`config.mk`:
```
export PLATFORM = sky130hd
export DESIGN_NAME = ff256_ct_seq_controller
export DESIGN_NICKNAME = d
export VERILOG_FILES = /design/src/rtl/ff256_ct_seq_pkg.sv /design/src/rtl/ff256_ct_seq_step_counter.sv /design/src/rtl/ff256_ct_seq_controller.sv
export SDC_FILE = /design/constraint.sdc
export NUM_CORES = 1
export LEC_CHECK = 0
export CAP_MARGIN = 20
export CORE_MARGIN = 3
export CORE_UTILIZATION = 25
export CTS_CLUSTER_DIAMETER = 40
export DETAILED_ROUTE_END_ITERATION = 7
export SLEW_MARGIN = 20
export SYNTH_ARGS = -nofsm -noshare
export SYNTH_HDL_FRONTEND = slang
export SYNTH_SLANG_ARGS = --single-unit
```
`constraint.sdc`:
```
create_clock -name clk -period 2.45 [get_ports clk]
set_input_delay 0.49 -clock clk [delete_from_list [all_inputs] [get_ports clk]]
set_output_delay 0.49 -clock clk [all_outputs]
set_load 0.01 [all_outputs]
```
`src/rtl/ff256_ct_seq_pkg.sv`:
```
// Shared constants, state encoding and selector types for the GF(256)
// cosine-transform sequencer.
package ff256_ct_seq_pkg;

  localparam int N_LANES = 8;
  localparam int SEL_W   = 3;

  typedef enum logic [1:0] {
    IDLE = 2'd0,
    RUN  = 2'd1,
    DONE = 2'd2
  } state_e;

  typedef logic [SEL_W-1:0] sel_arr_t [0:N_LANES-1];

  // Lane k reads byte (k + step) mod N_LANES; the 3-bit add drops its carry.
  function automatic logic [SEL_W-1:0] lane_sel(input logic [SEL_W-1:0] lane,
                                                 input logic [SEL_W-1:0] step);
    return lane + step;
  endfunction

endpackage

```
`src/rtl/ff256_ct_seq_step_counter.sv`:
```
// 3-bit step counter with synchronous clear/enable and a wrap flag that
// marks the last step of a transform.
module ff256_ct_seq_step_counter
  import ff256_ct_seq_pkg::*;
(
  input  logic             clk,
  input  logic             rst,
  input  logic             clr,
  input  logic             en,
  output logic [SEL_W-1:0] step,
  output logic             wrap
);

  logic [SEL_W-1:0] step_q;
  logic [SEL_W-1:0] step_d;

  always_comb begin
    step_d = step_q;
    if (clr) begin
      step_d = '0;
    end else if (en) begin
      step_d = step_q + SEL_W'(1);
    end
  end

  always_ff @(posedge clk or posedge rst) begin
    if (rst) begin
      step_q <= '0;
    end else begin
      step_q <= step_d;
    end
  end

  assign step = step_q;
  assign wrap = en & (&step_q);

endmodule

```
`src/rtl/ff256_ct_seq_controller.sv`:
```
// Sequencer for the 8-lane GF(256) cosine-transform datapath: latches a
// 64-bit vector, rotates lane selectors for 8 cycles, then presents the
// result. Define FF256_CT_SEQ_CTRL_BACKPRESSURE_EN to make DONE wait for
// out_ready; otherwise DONE is a single-cycle out_valid pulse.
module ff256_ct_seq_controller
  import ff256_ct_seq_pkg::*;
(
  input  logic                       clk,
  input  logic                       rst,
  input  logic                       in_valid,
  output logic                       in_ready,
  input  logic [N_LANES*8-1:0]       x_in,
  output logic [N_LANES*8-1:0]       x_hold,
  output logic [SEL_W-1:0]           selector [0:N_LANES-1],
  output logic                       acc_clear,
  output logic                       acc_en,
  input  logic                       flush,
  output logic                       out_valid,
  input  logic                       out_ready
);

  state_e                 state_q;
  state_e                 state_d;
  logic [N_LANES*8-1:0]   x_hold_q;
  logic [N_LANES*8-1:0]   x_hold_d;
  logic [SEL_W-1:0]       step;
  logic                   step_wrap;
  logic                   accept;
  logic                   step_clr;
  logic                   step_en;

  // flush outranks everything, including an input offered in IDLE.
  assign accept   = (state_q == IDLE) & in_valid & ~flush;
  assign step_clr = flush | accept;
  assign step_en  = (state_q == RUN) & ~flush;

  ff256_ct_seq_step_counter u_step (
    .clk  (clk),
    .rst  (rst),
    .clr  (step_clr),
    .en   (step_en),
    .step (step),
    .wrap (step_wrap)
  );

`ifdef FF256_CT_SEQ_CTRL_BACKPRESSURE_EN
  logic done_release;
  assign done_release = out_ready;
`else
  logic done_release;
  logic unused_out_ready;
  assign done_release     = 1'b1;
  assign unused_out_ready = out_ready;
`endif

  always_comb begin
    state_d  = state_q;
    x_hold_d = x_hold_q;
    case (state_q)
      IDLE: begin
        if (accept) begin
          state_d  = RUN;
          x_hold_d = x_in;
        end
      end
      RUN: begin
        if (step_wrap) begin
          state_d = DONE;
        end
      end
      DONE: begin
        if (done_release) begin
          state_d = IDLE;
        end
      end
      default: state_d = IDLE;
    endcase
    if (flush) begin
      state_d = IDLE;
    end
  end

  always_ff @(posedge clk or posedge rst) begin
    if (rst) begin
      state_q  <= IDLE;
      x_hold_q <= '0;
    end else begin
      state_q  <= state_d;
      x_hold_q <= x_hold_d;
    end
  end

  // Every output is decoded from registered state only.
  assign in_ready  = (state_q == IDLE);
  assign out_valid = (state_q == DONE);
  assign acc_en    = (state_q == RUN);
  assign acc_clear = (state_q == RUN) & (step == '0);
  assign x_hold    = x_hold_q;

  for (genvar k = 0; k < N_LANES; k++) begin : g_lane
    assign selector[k] = lane_sel(SEL_W'(k), step);
  end

endmodule

```
==> flow_metrics.tcl, run 1 <==
set metrics [dict create \
    htree_levels 3 \
    start_kind "flop" \
    leakage_nw 2.203 \
    grt.overflow.total 0 \
    relSlewSlack_pct 75.70 \
    grt_first_pass_wirelength_um 12010 \
    max-cap-violations 0 \
    dr_total_vias 2051 \
    slew_violations 0 \
    synth_nets 259 \
    dr.pass1.iters 4 \
    fin_setup_tns_ns 0 \
    cpPeakStageDelay_ns 0.54 \
    max_freq_mhz 423.5 \
    ys_top_cells_by_area "dfrtp_1 55%, mux2_4 29%, buf_12 3.8%" \
    clk_latency_ns 0.32 \
    place_hpwl_um 5283 \
    dp.cells 500 \
    critPathMostFrequentCell "ha_1" \
    antenna_cells 0 \
    power_density_nw_per_um2 760.3 \
    synth_top_area_share_pct 54.78 \
    nets 417 \
    ir_drop_mv 0.3492 \
    ys_seq_elements 69 \
    rsz0062_at_grt "false" \
    synthCells 185 \
    die_h_um 118.3 \
    synth-xor-area-share_pct 0.5558 \
    synth_most_common_cell "dfrtp_1" \
    tightest_slew_ns 0.3645 \
    viasPerCell 3.983 \
    setup_viol 0 \
    synthArstFlopShare_pct 100.0 \
    fin_crit_sh_pct 96.38 \
    synth_compound_area_share_pct 1.270 \
    finalPower_w 0.003888 \
    ant_nets 0 \
    synth_simple_gate_area_share_pct 3.176 \
    synth.avg_cell_area_um2 17.04 \
    first_iter_violations 68 \
    hp-class "flop to flop" \
    ys_types 23 \
    grt_pass1_vias 2249 \
    clock_path_buffers 2 \
    clk_pin_slew_ns 0.06 \
    grt_usage_pct 10.55 \
    path_class "flop to output pin" \
    route.detailed.drc 0 \
    cp_max_fo 7 \
    cts_buffers 9 \
    post_drt_wl_per_cell_um 14.39 \
    grt_antenna_before_repair 0 \
    required_ns 1.96 \
    clock_sinks 69 \
    grt_max_degree 70 \
    synth_ff_type "dfrtp_1" \
    gp_congestion 0.6860 \
    core_area_um2 12160 \
    synth.yosys.seq_area_share_pct 54.78 \
    muxShareOfSynthArea_pct 30.01 \
    hold_viol_final 0 \
    synth_fa_ha_area_share_pct 1.985 \
    design.die.area_um2 13990 \
    syn-cell-area_um2 3152 \
    status "complete, no violations" \
    crit_path_cell_trace "ha_1 -> ha_1 -> inv_1 -> clkdlybuf4s50_1" \
    cts_root_buf "clkbuf_16" \
    rows 40 \
    yosys.area.top_type "dfrtp_1" \
    cp.arrival_ns 1.87 \
    period_needed_ns 2.361 \
    wirelength_um 7410 \
    fin_skew_ns 0.007223 \
    yosys_warnings 0 \
    synth_common_cells "69 x dfrtp_1, 60 x mux2_4, 11 x buf_4" \
    die_w_um 118.3 \
    drive_above_1_share_pct 25.94 \
    io_buffers 159 \
    synth_edf_count 0 \
    hold_buffers 0 \
    stdcell_count 515 \
    synth_top_family_by_area "multiplexers" \
    cts_tree "built" \
    crit_slowest_cell "clkdlybuf4s50_1" \
    area_delta_synth_final_pct 62.25 \
    ios 161 \
    start_util_pct 25.92 \
    cts_setup_buffers 0 \
    endpoint_kind "output pin" \
]
state kept, by name, indices dropped and copies added, names as in the netlist:
name	flops
x_hold	64
u_step.step	3
state_q	2
path summary, 6_finish.rpt:
path                           startpoint  slack (ns)  cells after the start             end
min in group asynchronous             rst        0.56                      3      x_hold[12]
max reg2reg                    state_q[1]        0.71                      4      x_hold[20]
min                            x_hold[19]        0.49                      1      x_hold[19]
min reg2reg                    x_hold[19]        0.49                      1      x_hold[19]
max in group asynchronous             rst        1.60                      3  u_step.step[0]
max                        u_step.step[0]        0.09                      4     selector[8]
logic make-up after synthesis:
group,after synthesis
simple gates,12
flops,69
mux,64
fa+ha+maj,5
compound gates,5
xor+xnor,2
buf+inv,28
per-stage QoR:
step,area (um^2),utilization [%],hold WS (ns),setup WS (ns)
3_3_place_gp,4822,39.65,0.4695,0.2654
5_1_grt,5114,42.05,0.5150,0.02190
2_1_floorplan,3152,-,0.5288,0.2201
3_5_place_dp,4822,39.65,0.4820,0.2241
4_1_cts,5111,42.03,0.5000,0.02052
6_report,5114,42.05,0.4912,0.08858
cell type report:
class	instances	area (um^2)
Tap cell	168	210.2
Clock buffer	9	225.2
Sequential cell	69	1729
Timing Repair Buffer	167	1689
Multi-Input combinational cell	88	1166
Clock inverter	6	63.81
Inverter	8	30.03
Fill cell	1150	7048
worst max-delay path: cells and delay by family, from the launching register on:
family,cells,cell delay [ns]
buffers and inverters,2,0.59
adder cells (fa/ha/maj),2,0.52
flip-flops,1,0.45
power breakdown:
| group | switching (W) | total (W) | leakage (nW) | internal, W |
|---|---|---|---|---|
| logic | 0.000367 | 0.00115 | 1.25 | 0.000784 |
| registers | 0.000121 | 0.00147 | 0.817 | 0.00135 |
| clock network | 0.000481 | 0.00126 | 0.138 | 0.000781 |
layout by cell type, fill, tap and decap left out, types with 3 or more instances in the layout:
master             n
mux2_1             4
inv_1              5
mux2_4            60
ha_1               5
o31ai_1            3
buf_12             3
clkdlybuf4s50_1  159
buf_4              5
inv_2              3
dfrtp_1           67
clkbuf_16          9
metal layers:
metal | up-vias | track usage [%] | share of wire [%]
met1 | 1009 | 13.70 | 45
met5 | - | 0 | 0
met3 | 6 | 4.067 | 8.3
met4 | 0 | 2.637 | 0.65
met2 | 98 | 16.54 | 46
li1 | 938 | - | -
what timing repair did:
| item | CTS | global route |
|---|---|---|
| gates resized for setup | 1 | 3 |
| endpoints found under the setup margin | 4 | 5 |
| gates cloned | 0 | 0 |
(Power assumes the default switching activity.)
==> run 2: changes to the inputs <==
--- a/config.mk
+++ b/config.mk
@@ -5,11 +5,13 @@
 export SDC_FILE = /design/constraint.sdc
 export NUM_CORES = 1
 export LEC_CHECK = 0
+export ABC_AREA = 1
 export CAP_MARGIN = 20
 export CORE_MARGIN = 3
 export CORE_UTILIZATION = 25
 export CTS_CLUSTER_DIAMETER = 40
 export DETAILED_ROUTE_END_ITERATION = 7
+export GPL_ROUTABILITY_DRIVEN = 0
 export SLEW_MARGIN = 20
 export SYNTH_ARGS = -nofsm -noshare
 export SYNTH_HDL_FRONTEND = slang
==> constraint.sdc (replaced) <==
create_clock -name clk -period 2.7 [get_ports clk]
set_input_delay 0.54 -clock clk [delete_from_list [all_inputs] [get_ports clk]]
set_output_delay 0.54 -clock clk [all_outputs]
set_load 0.01 [all_outputs]
==> run 2 against run 1 <==
Effect of this change: non-clock buffer count fell by 1; clock skew fell by 0.0045 ns; die area fell by 1.5%; hold slack got worse by 0.023 ns; setup slack improved by 0.12 ns; global-route usage rose by 3.8 points; sequential share of layout area rose by 0.39 points; cell area fell by 1.3%; clock-buffer cell count rose by 3; synthesized area fell by 1.5%.
==> flow_metrics.tcl, run 2 <==
set metrics [dict create \
    status "complete, no violations" \
    tightest_slew_ns 0.7457 \
    cp_max_fo 7 \
    place_hpwl_um 6272 \
    max_freq_mhz 401.3 \
    required_ns 2.16 \
    ir_drop_mv 0.3795 \
    clock_path_buffers 2 \
    synthArstFlopShare_pct 100.0 \
    synth.avg_cell_area_um2 9.073 \
    ys_types 17 \
    ys_seq_elements 69 \
    cts_tree "built" \
    cts_buffers 9 \
    fill_cells 1240 \
    cts_root_buf "clkbuf_16" \
    ys_top_cells_by_area "dfrtp_1 56%, nand2_1 17%, nand4_1 13%" \
    register_area_um2 1727 \
    min_delay_path_depth 2 \
    start_kind "flop" \
    yosys_warnings 0 \
    first_iter_violations 238 \
    multi_input_area_um2 1076 \
    die_w_um 117.4 \
    grt_antenna_before_repair 0 \
    relSlewSlack_pct 50.28 \
    hold_buffers 0 \
    nets 555 \
    fin_setup_tns_ns 0 \
    synthCells 342 \
    fin_crit_sh_pct 92.28 \
    grt_pass1_vias 3004 \
    drive_above_1_share_pct 5.556 \
    max-cap-violations 0 \
    post_drt_wl_per_cell_um 14.64 \
    dr_total_vias 2871 \
    slew_violations 0 \
    dr.pass1.iters 4 \
    htree_levels 3 \
    ant_nets 0 \
    largest_reg_flops 64 \
    rows 40 \
    wirelength_um 9574 \
    final_cell_mix "158 x clkdlybuf4s50_1, 140 x nand2_1, 69 x dfrtp_1" \
    io_buffers 159 \
    cp.arrival_ns 1.95 \
    route.detailed.drc 0 \
    ios 161 \
    path_class "flop to output pin" \
    fin_skew_ns 0.002693 \
    synth_ff_type "dfrtp_1" \
    grt_first_pass_wirelength_um 15990 \
    final_util_pct 41.86 \
    synth.yosys.seq_area_share_pct 55.65 \
    design.die.area_um2 13790 \
    synth_top_area_share_pct 55.65 \
    rr_worst_depth 5 \
    hp-class "flop to flop" \
    cts_setup_buffers 0 \
    clk_latency_ns 0.33 \
    synth_common_cells "140 x nand2_1, 69 x dfrtp_1, 65 x nand4_1" \
    leakage_nw 2.376 \
    start_util_pct 25.73 \
    grt.overflow.total 0 \
    core_area_um2 12060 \
    period_needed_ns 2.492 \
    synth_nets 416 \
    setup_viol 0 \
    antenna_cells 0 \
    area_delta_synth_final_pct 62.70 \
    endpoint_kind "output pin" \
    die_h_um 117.4 \
    rsz0062_at_grt "false" \
    ctsResizeCount 0 \
    yosys.area.top_type "dfrtp_1" \
    syn-cell-area_um2 3103 \
    clk_pin_slew_ns 0.05 \
    grt_max_degree 70 \
    clock_sinks 69 \
    layout_commonest_cell "clkdlybuf4s50_1" \
    synth_edf_count 0 \
    grt_usage_pct 14.31 \
    hold_viol_final 0 \
    synth_most_common_cell "nand2_1" \
    power_density_nw_per_um2 708.7 \
    viasPerCell 4.390 \
]
[run 2: cell types whose count changed in the layout (fill, tap and decap cells not counted), moves of 4 or more]
cell     change
nand2_1    +139
mux2_1       -4
inv_1        +5
nand4_1     +65
mux2_4      -60
[run 2: layer usage]
| metal | up-vias | GRT usage, % | routed length [um] |
|---|---|---|---|
| li1 | 1403 | - | - |
| met1 | 1349 | 18.07 | 4233 |
| met2 | 110 | 22.40 | 4386 |
| met3 | 9 | 6.606 | 871 |
| met4 | 0 | 3.446 | 82 |
| met5 | - | 0 | 0 |
[run 2: cell type report]
type	instances	share of cell area, %
sequential	69	34.20
tap	168	4.164
clock buffer	12	5.081
clock inverter	4	1.388
inverter	12	0.8922
multi-input combinational	223	21.31
timing repair buffer	166	32.96
[run 2: cell families (layout without fill, tap and decap cells)]
kind of cell             Yosys count  count (layout)  synth area share (%)
AND/OR/NAND/NOR                  215             215                 31.94
flip-flops                        69              69                 55.65
buffers and inverters             50             194                 9.678
adder cells (fa/ha/maj)            5               5                 2.016
XOR/XNOR                           2               2                0.5646
AO/OA/AOI/OAI                      1               1                0.1611
[run 2: final timing paths]
check,from,end,slack (ns)
max reg2reg,state_q[0],x_hold[11],1.00
max,u_step.step[0],selector[1],0.21
min in group asynchronous,rst,x_hold[54],0.60
min reg2reg,x_hold[13],x_hold[13],0.47
min,x_hold[13],x_hold[13],0.47
max in group asynchronous,rst,x_hold[39],1.77
[run 2: power breakdown]
| group | switching [W] | total (W) | internal (W) |
|---|---|---|---|
| registers | 0.000102 | 0.00132 | 0.00122 |
| logic | 0.000433 | 0.000967 | 0.000534 |
| clock network | 0.000431 | 0.00129 | 0.000856 |
| total | 0.000967 | 0.00358 | 0.00261 |
[run 2: metrics by stage]
stage          hold slack (ns)  cell area [um^2]  std cells  setup WS (ns)  total power [W]
2_1_floorplan           0.5056              3103        342         0.4201         0.001729
3_3_place_gp            0.4526              4722        638         0.5704         0.002303
3_5_place_dp            0.4582              4722        638         0.5414         0.002320
4_1_cts                 0.4720              5049        654         0.1727         0.003639
5_1_grt                 0.4853              5049        654        0.08806         0.003793
6_report                0.4681              5049        654         0.2083         0.003578
[run 2: worst max-delay path, stage by stage, from the launching register on]
cell	delay, ns
dfrtp_1	0.46
inv_1	0.16
ha_1	0.37
inv_1	0.09
clkdlybuf4s50_1	0.53
==> run 3: changes to the inputs <==
--- a/config.mk
+++ b/config.mk
@@ -7,11 +7,14 @@
 export LEC_CHECK = 0
 export ABC_AREA = 1
 export CAP_MARGIN = 20
+export CELL_PAD_IN_SITES_DETAIL_PLACEMENT = 1
+export CELL_PAD_IN_SITES_GLOBAL_PLACEMENT = 1
 export CORE_MARGIN = 3
 export CORE_UTILIZATION = 25
 export CTS_CLUSTER_DIAMETER = 40
 export DETAILED_ROUTE_END_ITERATION = 7
 export GPL_ROUTABILITY_DRIVEN = 0
+export PLACE_DENSITY_LB_ADDON = 0.1
 export SLEW_MARGIN = 20
 export SYNTH_ARGS = -nofsm -noshare
 export SYNTH_HDL_FRONTEND = slang
==> run 3 against run 2 <==
Effect of this change: cell count shrank 0.15%; non-clock buffer count grew 1; register-to-register slack lost 0.06 ns; maximum frequency shrank 1.1%; hold slack is essentially flat; die area is the same; largest power group unchanged; highest routed layer unchanged.
==> flow_metrics.tcl, run 3 (same netlist as run 2, synthesis figures left out) <==
set metrics [dict create \
    status "complete, no violations" \
    route.detailed.drc 0 \
    cts_buffers 9 \
    power_density_nw_per_um2 677.7 \
    core_area_um2 12060 \
    hold_buffers 0 \
    startpoint "u_step.step[0]" \
    cts_setup_buffers 0 \
    fin_skew_ns 0.004052 \
    endpoint_kind "output pin" \
    design.die.area_um2 13790 \
    start_kind "flop" \
    cp_max_fo 7 \
    first_iter_violations 159 \
    io_buffers 159 \
    fin_crit_sh_pct 93.33 \
    clock_path_buffers 2 \
    grt_max_degree 68 \
    die_w_um 117.4 \
    r2r_slack_ns 0.94 \
    critPathCapture "selector[2]" \
    cts_tree "built" \
    worstReg2RegStart "state_q[0]" \
    grt_pass1_vias 3087 \
    leakage_nw 2.351 \
    period_needed_ns 2.520 \
    viasPerCell 4.482 \
    post_drt_wl_per_cell_um 15.75 \
    cts_root_buf "clkbuf_16" \
    setup_viol 0 \
    postLayoutCellArea_um2 4997 \
    rr_worst_depth 5 \
    final_cell_mix "158 x clkdlybuf4s50_1, 140 x nand2_1, 68 x dfrtp_1" \
    relSlewSlack_pct 48.33 \
    area_delta_synth_final_pct 61.05 \
    dp.cells 639 \
    timing.final.ws_setup_ns 0.1800 \
    ios 161 \
    tightest_slew_ns 0.7751 \
    max-cap-violations 0 \
    place_area_um2 4730 \
    start_util_pct 25.73 \
    place_hpwl_um 6681 \
    ant_nets 0 \
    register_area_um2 1728 \
    nets 556 \
    layout_commonest_cell "clkdlybuf4s50_1" \
    cp.arrival_ns 1.98 \
    die_h_um 117.4 \
    multi_input_area_um2 1076 \
    ctsResizeCount 0 \
    antenna_cells 0 \
    wirelength_um 10280 \
    dpl_worst_slack_ns 0.4638 \
    required_ns 2.16 \
    ir_drop_mv 0.2348 \
    path_class "flop to output pin" \
    slew_violations 0 \
    dr_total_vias 2927 \
    grt_first_pass_wirelength_um 16880 \
    dr.pass1.iters 6 \
    drive_above_1_share_pct 5.567 \
    hp-class "flop to flop" \
    grt_usage_pct 15.21 \
    htree_levels 3 \
    stdcell_count 653 \
    clock_sinks 69 \
    max_freq_mhz 396.8 \
    fin_setup_tns_ns 0 \
    fill_cells 1370 \
    largest_reg_flops 64 \
    rows 40 \
    reg2reg_to "x_hold[14]" \
    grt.overflow.total 0 \
    hold_viol_final 0 \
    grt_antenna_before_repair 0 \
    clk_latency_ns 0.33 \
    clk_pin_slew_ns 0.06 \
    rsz0062_at_grt "false" \
]
run 3: cell types whose count changed in the layout (fill, tap and decap cells not counted):
cell       previous run  this run
dfrtp_2               0         1
dfrtp_1              69        68
buf_4                 5         6
bufinv_16             2         0
run 3: final cells by class:
class | instances | area share [%]
clock buffer | 12 | 5.133
inverter | 12 | 0.9014
timing repair buffer | 167 | 33.45
sequential | 69 | 34.58
clock inverter | 2 | 0.2003
multi-input combinational | 223 | 21.53
tap | 168 | 4.206
run 3: how the worst min path moves through the flow:
stage | from | to | slack, ns | cells after the start
global route | x_hold[10] | x_hold[10] | 0.49 | 2
CTS | x_hold[10] | x_hold[10] | 0.47 | 2
floorplan | x_hold[21] | x_hold[21] | 0.51 | 2
detailed placement | x_hold[10] | x_hold[10] | 0.46 | 2
global placement | x_hold[14] | x_hold[14] | 0.45 | 2
finish | x_hold[21] | x_hold[21] | 0.47 | 2
run 3: through the flow:
stage | power, W | hold slack, ns | utilization (%)
floorplan | 0.001729 | 0.5056 | -
global placement | 0.002319 | 0.4521 | 39.21
detailed placement | 0.002333 | 0.4587 | 39.21
CTS | 0.003441 | 0.4717 | 41.42
global route | 0.003588 | 0.4913 | 41.43
finish | 0.003387 | 0.4685 | 41.43
run 3: where the power goes:
group	switching, W	internal (W)	leakage [nW]
clock network	0.000428	0.000659	0.134
registers	0.000106	0.00122	0.861
logic	0.000437	0.000535	1.36
run 3: metal layers:
layer	track usage (%)	share of wire, %
met1	20.38	47
met2	23.16	45
met3	5.256	7.0
met4	4.839	1.2
met5	0	0
run 3: critical path, cell delays in order, from the launching register on:
cell and delay [ns]:
dfrtp_2 0.46, inv_1 0.19, ha_1 0.20, xor2_1 0.22, clkdlybuf4s50_1 0.59
